===== src/rtl/nios_system_sysid_ext_if.sv =====
// Avalon-MM slave bus bundle for the extended sysid block.
// Single-cycle read/write strobes, no waitrequest, registered readdatavalid.
interface nios_system_sysid_ext_if;
    logic [2:0]  address;
    logic        read;
    logic        write;
    logic [31:0] writedata;
    logic [31:0] readdata;
    logic        readdatavalid;

    modport master (
        output address, read, write, writedata,
        input  readdata, readdatavalid
    );

    modport slave (
        input  address, read, write, writedata,
        output readdata, readdatavalid
    );
endinterface


===== src/rtl/nios_system_sysid_ext.sv =====
// System-identification slave: build ID, timestamp, version, uptime counter with
// atomic LO/HI snapshot, scratch and control registers. One-cycle read latency.
module nios_system_sysid_ext #(
    parameter logic [31:0] ID            = 32'd1449376543,
    parameter logic [31:0] TIMESTAMP     = 32'd0,
    parameter logic [31:0] VERSION       = 32'h0002_0000,
    parameter int          UPTIME_W      = 64,
    parameter logic [31:0] SCRATCH_RESET = 32'd0
) (
    input logic                     clock,
    input logic                     reset,
    nios_system_sysid_ext_if.slave  bus
);
    // UPTIME_W must lie in 33..64 so the high word is non-empty and fits 32 bits.
    localparam int HI_W = UPTIME_W - 32;

    typedef enum logic [2:0] {
        ADDR_ID        = 3'd0,
        ADDR_TIMESTAMP = 3'd1,
        ADDR_UPTIME_LO = 3'd2,
        ADDR_UPTIME_HI = 3'd3,
        ADDR_SCRATCH   = 3'd4,
        ADDR_CTRL      = 3'd5,
        ADDR_VERSION   = 3'd6,
        ADDR_RESERVED  = 3'd7
    } reg_addr_e;

    logic [UPTIME_W-1:0] cnt;
    logic [31:0]         shadow;
    logic [31:0]         scratch;
    logic                freeze;

    logic [31:0] cnt_hi_ext;
    logic [31:0] rd_mux;
    logic        wr_ctrl;
    logic        wr_scratch;
    logic        clear;
    logic        rd_lo;

    always_comb begin
        cnt_hi_ext             = '0;
        cnt_hi_ext[HI_W-1:0]   = cnt[UPTIME_W-1:32];
        wr_ctrl                = bus.write && (bus.address == ADDR_CTRL);
        wr_scratch             = bus.write && (bus.address == ADDR_SCRATCH);
        clear                  = wr_ctrl && bus.writedata[1];
        rd_lo                  = bus.read && (bus.address == ADDR_UPTIME_LO);
    end

    // Read mux sees the registers before this edge's write, so a same-cycle
    // read/write returns the old contents.
    always_comb begin
        rd_mux = '0;
        unique case (reg_addr_e'(bus.address))
            ADDR_ID:        rd_mux = ID;
            ADDR_TIMESTAMP: rd_mux = TIMESTAMP;
            ADDR_UPTIME_LO: rd_mux = cnt[31:0];
            ADDR_UPTIME_HI: rd_mux = shadow;
            ADDR_SCRATCH:   rd_mux = scratch;
            ADDR_CTRL:      rd_mux = {31'd0, freeze};
            ADDR_VERSION:   rd_mux = VERSION;
            ADDR_RESERVED:  rd_mux = '0;
        endcase
    end

    // NOTE: sequential state uses non-blocking assignments so every register
    // samples pre-edge values; the snapshot relies on this.
    always_ff @(posedge clock or posedge reset) begin
        if (reset) begin
            cnt <= '0;
        end else if (clear) begin
            cnt <= '0;
        end else if (!freeze) begin
            cnt <= cnt + UPTIME_W'(1);
        end
    end

    // Shadow latches the high bits of the same value returned by a LO read.
    always_ff @(posedge clock or posedge reset) begin
        if (reset) begin
            shadow <= '0;
        end else if (rd_lo) begin
            shadow <= cnt_hi_ext;
        end
    end

    always_ff @(posedge clock or posedge reset) begin
        if (reset) begin
            scratch <= SCRATCH_RESET;
            freeze  <= 1'b0;
        end else begin
            if (wr_scratch) scratch <= bus.writedata;
            if (wr_ctrl)    freeze  <= bus.writedata[0];
        end
    end

    always_ff @(posedge clock or posedge reset) begin
        if (reset) begin
            bus.readdata      <= '0;
            bus.readdatavalid <= 1'b0;
        end else begin
            bus.readdatavalid <= bus.read;
            if (bus.read) bus.readdata <= rd_mux;
        end
    end
endmodule


===== src/flat_wrapper.sv =====
// flat-port wrapper written by rule: the top's interface ports become plain ports
module nios_system_sysid_ext_flat 
#(
    parameter logic [31:0] ID            = 32'd1449376543,
    parameter logic [31:0] TIMESTAMP     = 32'd0,
    parameter logic [31:0] VERSION       = 32'h0002_0000,
    parameter int          UPTIME_W      = 64,
    parameter logic [31:0] SCRATCH_RESET = 32'd0
)
  (clock, reset, bus_address, bus_read, bus_write, bus_writedata, bus_readdata, bus_readdatavalid);
  nios_system_sysid_ext_if bus_i ();
  input logic clock;
  input logic reset;
  input wire logic [$bits(bus_i.address)-1:0] bus_address;
  input wire logic [$bits(bus_i.read)-1:0] bus_read;
  input wire logic [$bits(bus_i.write)-1:0] bus_write;
  input wire logic [$bits(bus_i.writedata)-1:0] bus_writedata;
  output wire logic [$bits(bus_i.readdata)-1:0] bus_readdata;
  output wire logic [$bits(bus_i.readdatavalid)-1:0] bus_readdatavalid;
  assign bus_i.address = bus_address;
  assign bus_i.read = bus_read;
  assign bus_i.write = bus_write;
  assign bus_i.writedata = bus_writedata;
  assign bus_readdata = bus_i.readdata;
  assign bus_readdatavalid = bus_i.readdatavalid;
  nios_system_sysid_ext #(.ID(ID), .TIMESTAMP(TIMESTAMP), .VERSION(VERSION), .UPTIME_W(UPTIME_W), .SCRATCH_RESET(SCRATCH_RESET)) u_core (.clock(clock), .reset(reset), .bus(bus_i));
endmodule

===== config.mk =====
export PLATFORM = sky130hd
export DESIGN_NAME = nios_system_sysid_ext_flat
export DESIGN_NICKNAME = d
export VERILOG_FILES = /design/src/rtl/nios_system_sysid_ext_if.sv /design/src/rtl/nios_system_sysid_ext.sv /design/src/flat_wrapper.sv
export SDC_FILE = /design/constraint.sdc
export NUM_CORES = 1
export LEC_CHECK = 0
export CAP_MARGIN = 5
export CELL_PAD_IN_SITES_DETAIL_PLACEMENT = 0
export CELL_PAD_IN_SITES_GLOBAL_PLACEMENT = 1
export CORE_MARGIN = 5
export CORE_UTILIZATION = 49
export CTS_CLUSTER_DIAMETER = 100
export CTS_CLUSTER_SIZE = 24
export DETAILED_ROUTE_END_ITERATION = 6
export GPL_TIMING_DRIVEN = 0
export PLACE_DENSITY_LB_ADDON = 0.2
export RECOVER_POWER = 100
export SETUP_SLACK_MARGIN = 0.2
export SLEW_MARGIN = 25
export SYNTH_ARGS = -nofsm -noshare
export SYNTH_HDL_FRONTEND = slang
export SYNTH_SLANG_ARGS = --single-unit

===== constraint.sdc =====
create_clock -name clock -period 11.15 [get_ports clock]
set_input_delay 3.345 -clock clock [delete_from_list [all_inputs] [get_ports clock]]
set_output_delay 3.345 -clock clock [all_outputs]
set_load 0.02 [all_outputs]

# After elaboration in Yosys (flattened, before gate mapping)

Index checks and enable logic that the tools add are counted.
Widths: inputs -> output; s select.

Register bits after elaboration: 162
Output and inout port bits: 33
Logic and storage cells: 24

Add/subtract/negate cells: 1
Equality and inequality tests: 8
Muxes and demuxes: 3
Reduce and logical (&&, ||, !) cells: 6

Operators with widths:

| kind                  | number |
|---|---|
| $pmux 32 s7           | 1 |
| $mux 64               | 2 |
| $add 64x1->64 const B | 1 |
| $eq 3x3->1 const B    | 4 |
| $eq 3x2->1 const B    | 2 |
| $logic_and 1x1->1     | 4 |
| $eq 3x1->1 const B    | 1 |
| $logic_not 3->1       | 1 |
| $ne 2x2->1 const B    | 1 |
| $reduce_or 2->1       | 1 |

# Depth between registers and ports, before layout

Gate-level depths: netlist (run 1).

Depth in word-level cells: 4
Mapped depth: 8
Mapped depth without buffers: 6

# Worst setup path after synthesis (run 1)

No wires, ideal clock.

Path type: input to register
Start: in bus_address[2]
End: reg u_core.scratch[10]
Arrival time: 4,744 ps
Slack: 6,281 ps
Cell stages on the path: 6
Buffers on the path: 3
Path through: nor2b_1 > clkbuf_1 > and3b_1 > clkbuf_1 > clkbuf_1 > mux2_2

Cells in the longest elaborated chain, start to end: 2

RTL lines:

| what                 | line                        | text |
|---|---|---|
| from (decl)          | flat_wrapper.sv:14          | `input wire logic [$bits(bus_i.address)-1:0] bus_address;` |
| $eq 3x3->1           | nios_system_sysid_ext.sv:44 | `wr_scratch = bus.write && (bus.address == ADDR_SCRATCH);` |
| $logic_and 1x1->1    | nios_system_sysid_ext.sv:44 |  |
| to (signal assigned) | nios_system_sysid_ext.sv:91 | `if (wr_scratch) scratch <= bus.writedata;` |
| to (decl)            | nios_system_sysid_ext.sv:30 | `logic [31:0] scratch;` |

Every way passes these cells.
A chain may end at the register's enable or synchronous reset.

==> metrics.md, run 1 <==
| Metric | Value |
|---|---|
| Global route total overflow | `0` |
| Antenna-violating nets left | `0` |
| CP max stage delay | `1.71 ns` |
| Multi-input logic area | `0.003364 mm^2` |
| Antenna violations before repair | `0` |
| Synth Net Count | `780` |
| Synth cell types | `48` |
| PnR worst setup slack | `5.524 ns` |
| Sw Share | `28.77%` |
| Hold-fix buffers, CTS | `0` |
| CP top delay family | `buffers and inverters` |
| Overall Power | `1.716 mW` |
| Critical path class | `primary input to async pin` |
| Hold/Removal Path Class | `register to register` |
| Setup Buffers After CTS | `0` |
| Fraction of layout cells with a size suffix above 1 | `12.93%` |
| Mapped cell area | `0.007697 mm^2` |
| H-tree level count | `4` |
| Wire length per cell | `20.38 um` |
| Worst path slowest cell | `clkinvlp_2` |
| Worst-path fanout max | `96` |
| Skew final | `0.01029 ns` |
| Die Wd | `135.3 um` |
| Status | `complete, but fails checks` |
| FMAX | `177.8 MHz` |
| Core region area | `0.01531 mm^2` |
| Mapped Cells | `740` |
| Global Route Usage Sum | `24.13%` |
| Syn. warnings | `0` |
| CTS clock-pin slew for the worst setup and hold paths | `0.06 ns` |
| Failing checks | `max-capacitance violations, max-slew violations` |
| Register area share after synthesis | `52.67%` |
| Actual slew at the worst max-slew pin | `3.009 ns` |
| Final Max Slew Viols | `67` |
| I/O pin total | `72` |
| Die ar. | `0.01832 mm^2` |
| Synth top area share | `52.67%` |
| Pre-CTS WS | `5.204 ns` |
| Worst EP arrival | `6.15 ns` |
| Vias per inst | `5.926` |
| Switching power | `0.4936 mW` |
| Via count | `6246` |
| Comb pwr share | `16.2%` |
| Nets | `871` |
| Root Buffer | `clkbuf_16` |
| Drt pass-1 iters | `5` |
| Port Buf Inserts | `71` |
| Total inserted antenna cells | `0` |
| Largest net degree at the start of global routing | `97` |
| Post-synth EDFFs | `0` |
| Crit end category | `async pin` |
| Filler cells | `1302` |
| Routed WL | `21480 um` |
| Leakage power | `3.689 nW` |
| Detailed Route Iter0 Violations | `636` |
| Clk pwr share | `36.0%` |
| Synth Flop Type | `dfrtp_1` |
| Final setup fails | `0` |
| Cell type with the largest total area after synthesis | `dfrtp_1` |
| DR DRC count | `0` |
| Area contributors post-synth | `dfrtp_1 53%, mux2_2 9.4%, a21oi_1 4.0%` |
| RePlAce Congestion | `0.8784` |
| Layout area overhead | `21.02%` |
| Storage element area | `0.004054 mm^2` |
| Post-DP HPWL | `15920 um` |
| Synth async-reset ratio | `100.0%` |
| R2R cell count | `8` |
| Maximum vdd drop | `113.1 uV` |
| Hold Crit Depth | `1` |
| Synth Register Bits | `162` |
| Pwr/cell area | `184.2 mW/mm^2` |
| Part of the power in registers | `47.8%` |
| Clock buffer depth | `2` |
| Slew margin rel. | `-101.7%` |
| Clock sinks | `162` |
| Number of global-route vias before repair | `5968` |
| Post-DP Area | `0.008707 mm^2` |
| Post-route setup TNS | `0 ns` |
| Max-cap violations | `1` |
| Row count | `45` |
| TritonCTS clock tree | `done` |
| Buffer and inverter count on the worst path | `3` |
| Tmin final | `5.626 ns` |
| Number of CTS-inserted buffers | `17` |
| Final Hold Fails | `0` |
| PostCTS Resize Cnt | `0` |
| WP depth | `3` |
| Die Y-Extent | `135.3 um` |
| Starting density of the core | `50.26%` |
| Fin area | `0.009315 mm^2` |
| First-pass GRT wire length | `33670 um` |
| Top-count cell post-synth | `dfrtp_1` |
| RSZ-0062 raised after global routing | `false` |
| Cell internal pwr | `1.222 mW` |
| CP required | `11.68 ns` |
| Commonest cells post-synth | `162 x dfrtp_1, 64 x mux2_2, 61 x a21oi_1` |
| Final period utilization | `50.46%` |
| Cell Chain, Critical Path | `dlygate4sd3_1 > clkinvlp_2 > buf_16` |
| Startpoint Class | `primary input` |
| Clk_lat worst skew | `0.43 ns` |
| Syn_area_per_cell | `10.40 um^2` |
==> power groups by stage <==
stage	clock network, mW	logic (mW)	registers (mW)
after global placement	0	0.270	0.823
after global routing	0.649	0.308	0.836
after floorplan	0	0.177	0.805
after detailed placement	0	0.282	0.830
after CTS	0.619	0.285	0.820
final	0.617	0.277	0.821
==> layer usage <==
layer / vias up / GRT usage (%) / part of all wire [%]
met3: 37 / 4.458 / 6.8
met2: 233 / 36.39 / 46
met1: 3092 / 34.88 / 45
li1: 2884 / - / -
met4: 0 / 9.015 / 3.0
met5: - / 0 / 0
==> cells in the final DEF, fill, tap and decap left out, drive strengths merged, types with 3 or more instances in the layout <==
cell type,count
a21oi,61
a22oi,31
and2,3
and3,4
and4,7
bufinv,4
clkbuf,67
clkdlybuf4s50,34
clkinv,6
clkinvlp,3
dfrtp,162
dlygate4sd3,37
inv,22
mux2,64
mux2i,3
nand2,33
nand3,19
nand4,26
nor2,59
nor2b,4
nor3,7
nor4,19
o21a,19
o21ai,38
o22ai,13
o31ai,10
or2,3
or3,23
or4,14
xnor2,17
xor2,13
==> per-stage QoR <==
step | utilization [%] | cells | hold WS, ns
4_1_cts | 60.87 | 1054 | 0.4905
6_report | 60.83 | 1054 | 0.4809
3_5_place_dp | 56.85 | 1023 | 0.4678
3_3_place_gp | 56.63 | 1022 | 0.4670
2_1_floorplan | - | 740 | 0.4806
5_1_grt | 60.83 | 1054 | 0.4956
==> state kept, by name (all words and copies together) (netlist names) <==
signal and cells:
u_core.scratch 32, u_core.bus.readdatavalid 1, u_core.shadow 32, u_core.bus.readdata 32
u_core.freeze 1, u_core.cnt 64
==> worst paths after layout <==
kind | startpoint | slack, ns | endpoint
setup / recovery | reset | 5.52 | u_core.bus.readdata[24]
hold / removal | u_core.bus.readdata[28] | 0.48 | u_core.bus.readdata[28]
setup reg to reg | u_core.cnt[19] | 8.09 | u_core.cnt[53]
hold reg to reg | u_core.bus.readdata[28] | 0.48 | u_core.bus.readdata[28]
max in group clock | bus_address[2] | 5.53 | u_core.scratch[23]
min in group asynchronous | reset | 4.25 | u_core.scratch[8]
==> cell type report <==
type | instances | share of cell area (%)
Buffer | 50 | 2.109
Clock buffer | 18 | 4.607
Clock inverter | 13 | 1.988
Inverter | 22 | 0.8999
Multi-Input combinational cell | 506 | 36.12
Sequential cell | 162 | 43.52
Tap cell | 211 | 2.834
Timing Repair Buffer | 72 | 7.925
==> kinds of logic (layout without fill, tap and decap cells) <==
logic type,Yosys count,after routing,synth area share (%)
compound gates,179,179,14.17
mux,67,67,9.753
fa+ha+maj,1,1,0.1625
buf+inv,72,175,3.625
simple gates,229,229,16.21
xor+xnor,30,30,3.413
flops,162,162,52.67
(Power assumes the default switching activity.)
==> inputs of run 2 (changes only) <==
--- a/config.mk
+++ b/config.mk
@@ -9,7 +9,7 @@
 export CELL_PAD_IN_SITES_DETAIL_PLACEMENT = 0
 export CELL_PAD_IN_SITES_GLOBAL_PLACEMENT = 1
 export CORE_MARGIN = 5
-export CORE_UTILIZATION = 49
+export CORE_UTILIZATION = 41
 export CTS_CLUSTER_DIAMETER = 100
 export CTS_CLUSTER_SIZE = 24
 export DETAILED_ROUTE_END_ITERATION = 6
==> constraint.sdc (replaced) <==
create_clock -name clock -period 5.1 [get_ports clock]
set_input_delay 1.53 -clock clock [delete_from_list [all_inputs] [get_ports clock]]
set_output_delay 1.53 -clock clock [all_outputs]
set_load 0.02 [all_outputs]
==> run 2 against run 1 <==
Against the previous run: the run still ends with max-capacitance violations, max-slew violations left; combinational power increased by 120%; utilization decreased by 11 points; setup slack got worse by 4.3 ns; global-route usage is 3.0 points lower; die area is 18% higher; design area grew 0.30%; critical path depth increased by 4; total power is 120% higher; critical path type is now primary input to register; critical endpoint is now u_core.scratch[23]; highest routed layer unchanged.
==> metrics.md, run 2 (synthesized netlist as in run 1, its figures left out) <==
| Metric | Value |
|---|---|
| Antenna-violating nets left | `0` |
| Via count | `6183` |
| Filler cells | `1725` |
| Sw Share | `29.74%` |
| Hold-fix buffers, CTS | `0` |
| Part of the power in registers | `48.7%` |
| Cell internal pwr | `2.604 mW` |
| CTS clock-pin slew for the worst setup and hold paths | `0.07 ns` |
| Multi-input logic area | `0.003364 mm^2` |
| Final setup fails | `0` |
| Maximum vdd drop | `248.4 uV` |
| Clock sinks | `162` |
| Largest net degree at the start of global routing | `33` |
| I/O pin total | `72` |
| Worst hold slack | `0.4729 ns` |
| Fraction of layout cells with a size suffix above 1 | `12.97%` |
| Antenna violations before repair | `0` |
| Core region area | `0.01858 mm^2` |
| Number of global-route vias before repair | `6175` |
| Worst EP arrival | `4.17 ns` |
| Leakage power | `3.675 nW` |
| Setup Buffers After CTS | `0` |
| Total inserted antenna cells | `0` |
| Row count | `50` |
| Drt pass-1 iters | `5` |
| First-pass GRT wire length | `35450 um` |
| Crit end category | `register` |
| Worst-path fanout max | `10` |
| Detailed Route Iter0 Violations | `375` |
| TritonCTS clock tree | `done` |
| Wire length per cell | `20.68 um` |
| Layout area overhead | `21.38%` |
| Post-DP HPWL | `16890 um` |
| Port Buf Inserts | `71` |
| Switching power | `1.102 mW` |
| Die Y-Extent | `147.0 um` |
| Max reg flops | `64` |
| Comb pwr share | `16.4%` |
| Routed WL | `22380 um` |
| Clk_lat worst skew | `0.43 ns` |
| Vias per inst | `5.714` |
| Die ar. | `0.02161 mm^2` |
| Starting density of the core | `41.43%` |
| Storage element area | `0.004054 mm^2` |
| Tmin final | `3.862 ns` |
| Commonest non-fill, non-tap cell in the layout | `dfrtp_1` |
| RePlAce Congestion | `0.8967` |
| Commonest non-fill, non-tap cells in the layout | `162 x dfrtp_1, 64 x mux2_2, 61 x a21oi_1` |
| Final Hold Fails | `0` |
| Critical path class | `primary input to register` |
| Root Buffer | `clkbuf_16` |
| Clock buffer depth | `2` |
| PostCTS Resize Cnt | `0` |
| Die Wd | `147.0 um` |
| Number of CTS-inserted buffers | `17` |
| Skew final | `0.006922 ns` |
| CP required | `5.41 ns` |
| Global route total overflow | `0` |
| Global Route Usage Sum | `21.11%` |
| Post-route setup TNS | `0 ns` |
| DR DRC count | `0` |
| Startpoint Class | `primary input` |
| Actual slew at the worst max-slew pin | `1.740 ns` |
| Failing checks | `max-capacitance violations, max-slew violations` |
| FMAX | `259.0 MHz` |
| Hold/Removal Path Class | `register to register` |
| Final period utilization | `75.72%` |
| Final Max Slew Viols | `93` |
| H-tree level count | `4` |
| Most flops, register | `u_core.cnt` |
| Pwr/cell area | `396.7 mW/mm^2` |
| Clk pwr share | `34.9%` |
| Slew margin rel. | `-15.99%` |
| RSZ-0062 raised after global routing | `false` |
| Nets | `875` |
| Status | `complete, but fails checks` |
| Max-cap violations | `3` |
[run 2: cell count changes in the layout (fill, tap and decap cells not counted)]
cell / before / now
clkbuf_1: 49 / 53
clkinvlp_4: 2 / 5
buf_12: 0 / 2
bufinv_16: 4 / 2
clkbuf_8: 0 / 2
clkinv_2: 3 / 1
clkinv_4: 3 / 1
buf_16: 1 / 0
inv_6: 1 / 2
[run 2: power by group through the flow]
stage	sequential, mW	clock, mW	combinational [mW]
after floorplan	1.76	0	0.386
final	1.80	1.29	0.608
after global placement	1.81	0	0.594
after global routing	1.84	1.37	0.675
after detailed placement	1.82	0	0.624
after CTS	1.80	1.31	0.629
[run 2: layer usage]
layer / GRT usage, % / vias to the layer above / wire length, um
li1: - / 2890 / -
met1: 30.27 / 3096 / 10660
met2: 32.36 / 167 / 10190
met3: 4.473 / 30 / 1055
met4: 6.431 / 0 / 469
met5: 0 / - / 0
[run 2: through the flow]
stage / util, % / cell area [um^2] / instances / power [mW] / setup slack, ns
floorplan: - / 7701 / 740 / 2.146 / 1.513
global placement: 46.85 / 8705 / 1045 / 2.405 / 0.1742
detailed placement: 47.39 / 8805 / 1050 / 2.448 / 0.9347
CTS: 50.56 / 9394 / 1082 / 3.745 / 1.374
global route: 50.28 / 9343 / 1082 / 3.887 / 1.126
finish: 50.28 / 9343 / 1082 / 3.706 / 1.238
[run 2: path summary, 6_finish.rpt]
path	start	end	slack [ns]	cells past startpoint
max in group asynchronous	reset	u_core.shadow[29]	1.62	3
min	u_core.bus.readdata[2]	u_core.bus.readdata[2]	0.47	1
max	bus_address[2]	u_core.scratch[23]	1.24	7
max reg2reg	u_core.freeze	u_core.cnt[37]	1.94	8
min in group asynchronous	reset	u_core.scratch[8]	1.54	2
min reg2reg	u_core.bus.readdata[2]	u_core.bus.readdata[2]	0.47	1
[run 2: area by class of cell]
class | count | area share, %
Clock inverter | 11 | 1.379
Timing Repair Buffer | 76 | 8.156
Tap cell | 234 | 3.134
Inverter | 22 | 0.8973
Multi-Input combinational cell | 506 | 36.01
Buffer | 50 | 2.103
Clock buffer | 21 | 4.928
Sequential cell | 162 | 43.39
[run 2: worst max-delay path, stage by stage]
cell	delay [ns]
dlygate4sd3_1	0.69
nor2b_1	0.18
clkbuf_1	0.27
and3b_1	0.20
clkbuf_1	0.29
clkbuf_1	0.60
mux2_2	0.41
==> inputs of run 3 (changes only) <==
--- a/config.mk
+++ b/config.mk
@@ -9,7 +9,7 @@
 export CELL_PAD_IN_SITES_DETAIL_PLACEMENT = 0
 export CELL_PAD_IN_SITES_GLOBAL_PLACEMENT = 1
 export CORE_MARGIN = 5
-export CORE_UTILIZATION = 41
+export CORE_UTILIZATION = 45
 export CTS_CLUSTER_DIAMETER = 100
 export CTS_CLUSTER_SIZE = 24
 export DETAILED_ROUTE_END_ITERATION = 6
==> constraint.sdc (replaced) <==
create_clock -name clock -period 3.95 [get_ports clock]
set_input_delay 1.185 -clock clock [delete_from_list [all_inputs] [get_ports clock]]
set_output_delay 1.185 -clock clock [all_outputs]
set_load 0.02 [all_outputs]
==> run 3 against run 2 <==
Against the previous run: the run ends with design-rule violations, max-capacitance violations, max-slew violations left; register-to-register slack got worse by 1.2 ns; via count is 1.8% higher; sequential cell count did not move; total power is 26% higher; non-clock buffer count up 1; critical path type unchanged; largest cell class unchanged.
==> metrics.md, run 3 (synthesized netlist as in run 1, its figures left out) <==
| Metric | Value |
|---|---|
| Final setup fails | `0` |
| CP max stage delay | `0.67 ns` |
| PostCTS Resize Cnt | `0` |
| Detailed Route Iter0 Violations | `637` |
| H-tree level count | `4` |
| WL met1 | `10020 um` |
| Overall Power | `4.667 mW` |
| Clk_lat worst skew | `0.43 ns` |
| Leakage power | `3.682 nW` |
| Layout area overhead | `21.03%` |
| Startpoint Class | `primary input` |
| Largest net degree at the start of global routing | `34` |
| Switching power | `1.380 mW` |
| Post-DP HPWL | `16670 um` |
| Setup Buffers After CTS | `0` |
| Status | `complete, but fails checks` |
| Final Hold Fails | `0` |
| Via count | `6296` |
| Antenna-violating nets left | `0` |
| DR DRC count | `2` |
| Global Route Usage Sum | `22.82%` |
| Worst EP arrival | `3.75 ns` |
| TritonCTS clock tree | `done` |
| Cell internal pwr | `3.287 mW` |
| Most flops, register | `u_core.cnt` |
| Wire length per cell | `20.78 um` |
| Failing checks | `design-rule violations, max-capacitance violations, max-slew violations` |
| FMAX | `291.8 MHz` |
| Max reg flops | `64` |
| Max-cap violations | `1` |
| Clock sinks | `162` |
| Hold-fix buffers, CTS | `0` |
| Hold/Removal Path Class | `register to register` |
| Die Wd | `140.8 um` |
| Antenna violations before repair | `0` |
| Slew margin rel. | `-12.44%` |
| Commonest non-fill, non-tap cells in the layout | `162 x dfrtp_1, 64 x mux2_2, 61 x a21oi_1` |
| Buffer and inverter count on the worst path | `4` |
| Comb pwr share | `17.0%` |
| Worst-path fanout max | `10` |
| Actual slew at the worst max-slew pin | `1.687 ns` |
| Maximum vdd drop | `329.3 uV` |
| CP required | `4.27 ns` |
| Pwr/cell area | `500.9 mW/mm^2` |
| Metal2 WL | `10140 um` |
| Number of global-route vias before repair | `6229` |
| Fraction of layout cells with a size suffix above 1 | `13.00%` |
| Clock buffer depth | `2` |
| Final Max Slew Viols | `30` |
| Worst path slowest cell | `dlygate4sd3_1` |
| Tmin final | `3.427 ns` |
| Number of CTS-inserted buffers | `17` |
| Commonest non-fill, non-tap cell in the layout | `dfrtp_1` |
| I/O pin total | `72` |
| Root Buffer | `clkbuf_16` |
| Total inserted antenna cells | `0` |
| Die ar. | `0.01982 mm^2` |
| Skew final | `0.006857 ns` |
| Row count | `47` |
| Die Y-Extent | `140.8 um` |
| Drt pass-1 iters | `7` |
| Port Buf Inserts | `71` |
| Core region area | `0.01670 mm^2` |
| Cell Chain, Critical Path | `dlygate4sd3_1 > nor2b_1 > clkbuf_1 > and3b_1 > clkbuf_1 > clkbuf_1 > mux2_2` |
| Sw Share | `29.57%` |
| Final period utilization | `86.76%` |
| Critical path class | `primary input to register` |
| Routed WL | `22150 um` |
| Post-route setup TNS | `0 ns` |
| Clk pwr share | `33.2%` |
| RePlAce Congestion | `0.8861` |
| Uppermost routed layer | `met4` |
| First-pass GRT wire length | `35080 um` |
| Met3 routed WL | `1480 um` |
| CP top delay family | `buffers and inverters` |
| Vias per inst | `5.906` |
| Part of the power in registers | `49.7%` |
| Nets | `876` |
| CTS clock-pin slew for the worst setup and hold paths | `0.06 ns` |
| Crit-path most repeated cell | `clkbuf_1` |
| Final core occ | `55.78%` |
| RSZ-0062 raised after global routing | `false` |
| Starting density of the core | `46.09%` |
| Global route total overflow | `0` |
| Crit end category | `register` |
## run 3: cell types whose count changed in the layout (fill, tap and decap cells not counted)
cell / before / now
clkinv_2: 1 / 3
clkinvlp_4: 5 / 3
inv_6: 2 / 1
buf_16: 0 / 2
buf_12: 2 / 1
clkbuf_4: 0 / 1
bufinv_16: 2 / 1
clkbuf_1: 53 / 51
## run 3: power groups by stage
stage	logic [mW]	clock network, mW	registers, mW
floorplan	0.499	0	2.27
global placement	0.765	0	2.33
detailed placement	0.815	0	2.35
CTS	0.825	1.56	2.32
global route	0.881	1.64	2.36
finish	0.794	1.55	2.32
## run 3: path summary, 6_finish.rpt
kind	start	endpoint	cells past startpoint	slack, ns
max	bus_address[2]	u_core.scratch[15]	7	0.52
min	u_core.bus.readdata[30]	u_core.bus.readdata[30]	1	0.47
max reg2reg	u_core.freeze	u_core.cnt[53]	8	0.72
min reg2reg	u_core.bus.readdata[30]	u_core.bus.readdata[30]	1	0.47
max in group asynchronous	reset	u_core.cnt[45]	5	0.67
min in group asynchronous	reset	u_core.scratch[3]	2	1.22
## run 3: metal layers
layer / global-route usage (%) / up-vias
met5: 0 / -
met4: 7.139 / 0
met3: 4.572 / 49
met2: 35.89 / 229
met1: 32.04 / 3118
li1: - / 2900
## run 3: through the flow
step           cells  area (um^2)  hold WS (ns)  worst slack (ns)
3_3_place_gp    1031         8687        0.4633           -0.5938
6_report        1066         9316        0.4733            0.5229
5_1_grt         1066         9316        0.4919            0.2549
3_5_place_dp    1037         8830        0.4675            0.1483
2_1_floorplan    740         7701        0.4806            0.7082
4_1_cts         1066         9371        0.4820            0.5932
## run 3: final cells by class
cell class / count / area, um^2
fillers: 1493 / 7385
multi-input cells: 506 / 3364
clock inverters: 9 / 85.08
inverters: 22 / 83.83
repair buffers: 77 / 800.8
plain buffers: 50 / 196.4
flip-flops and latches: 162 / 4054
clock buffers: 20 / 456.7
well taps: 220 / 275.3
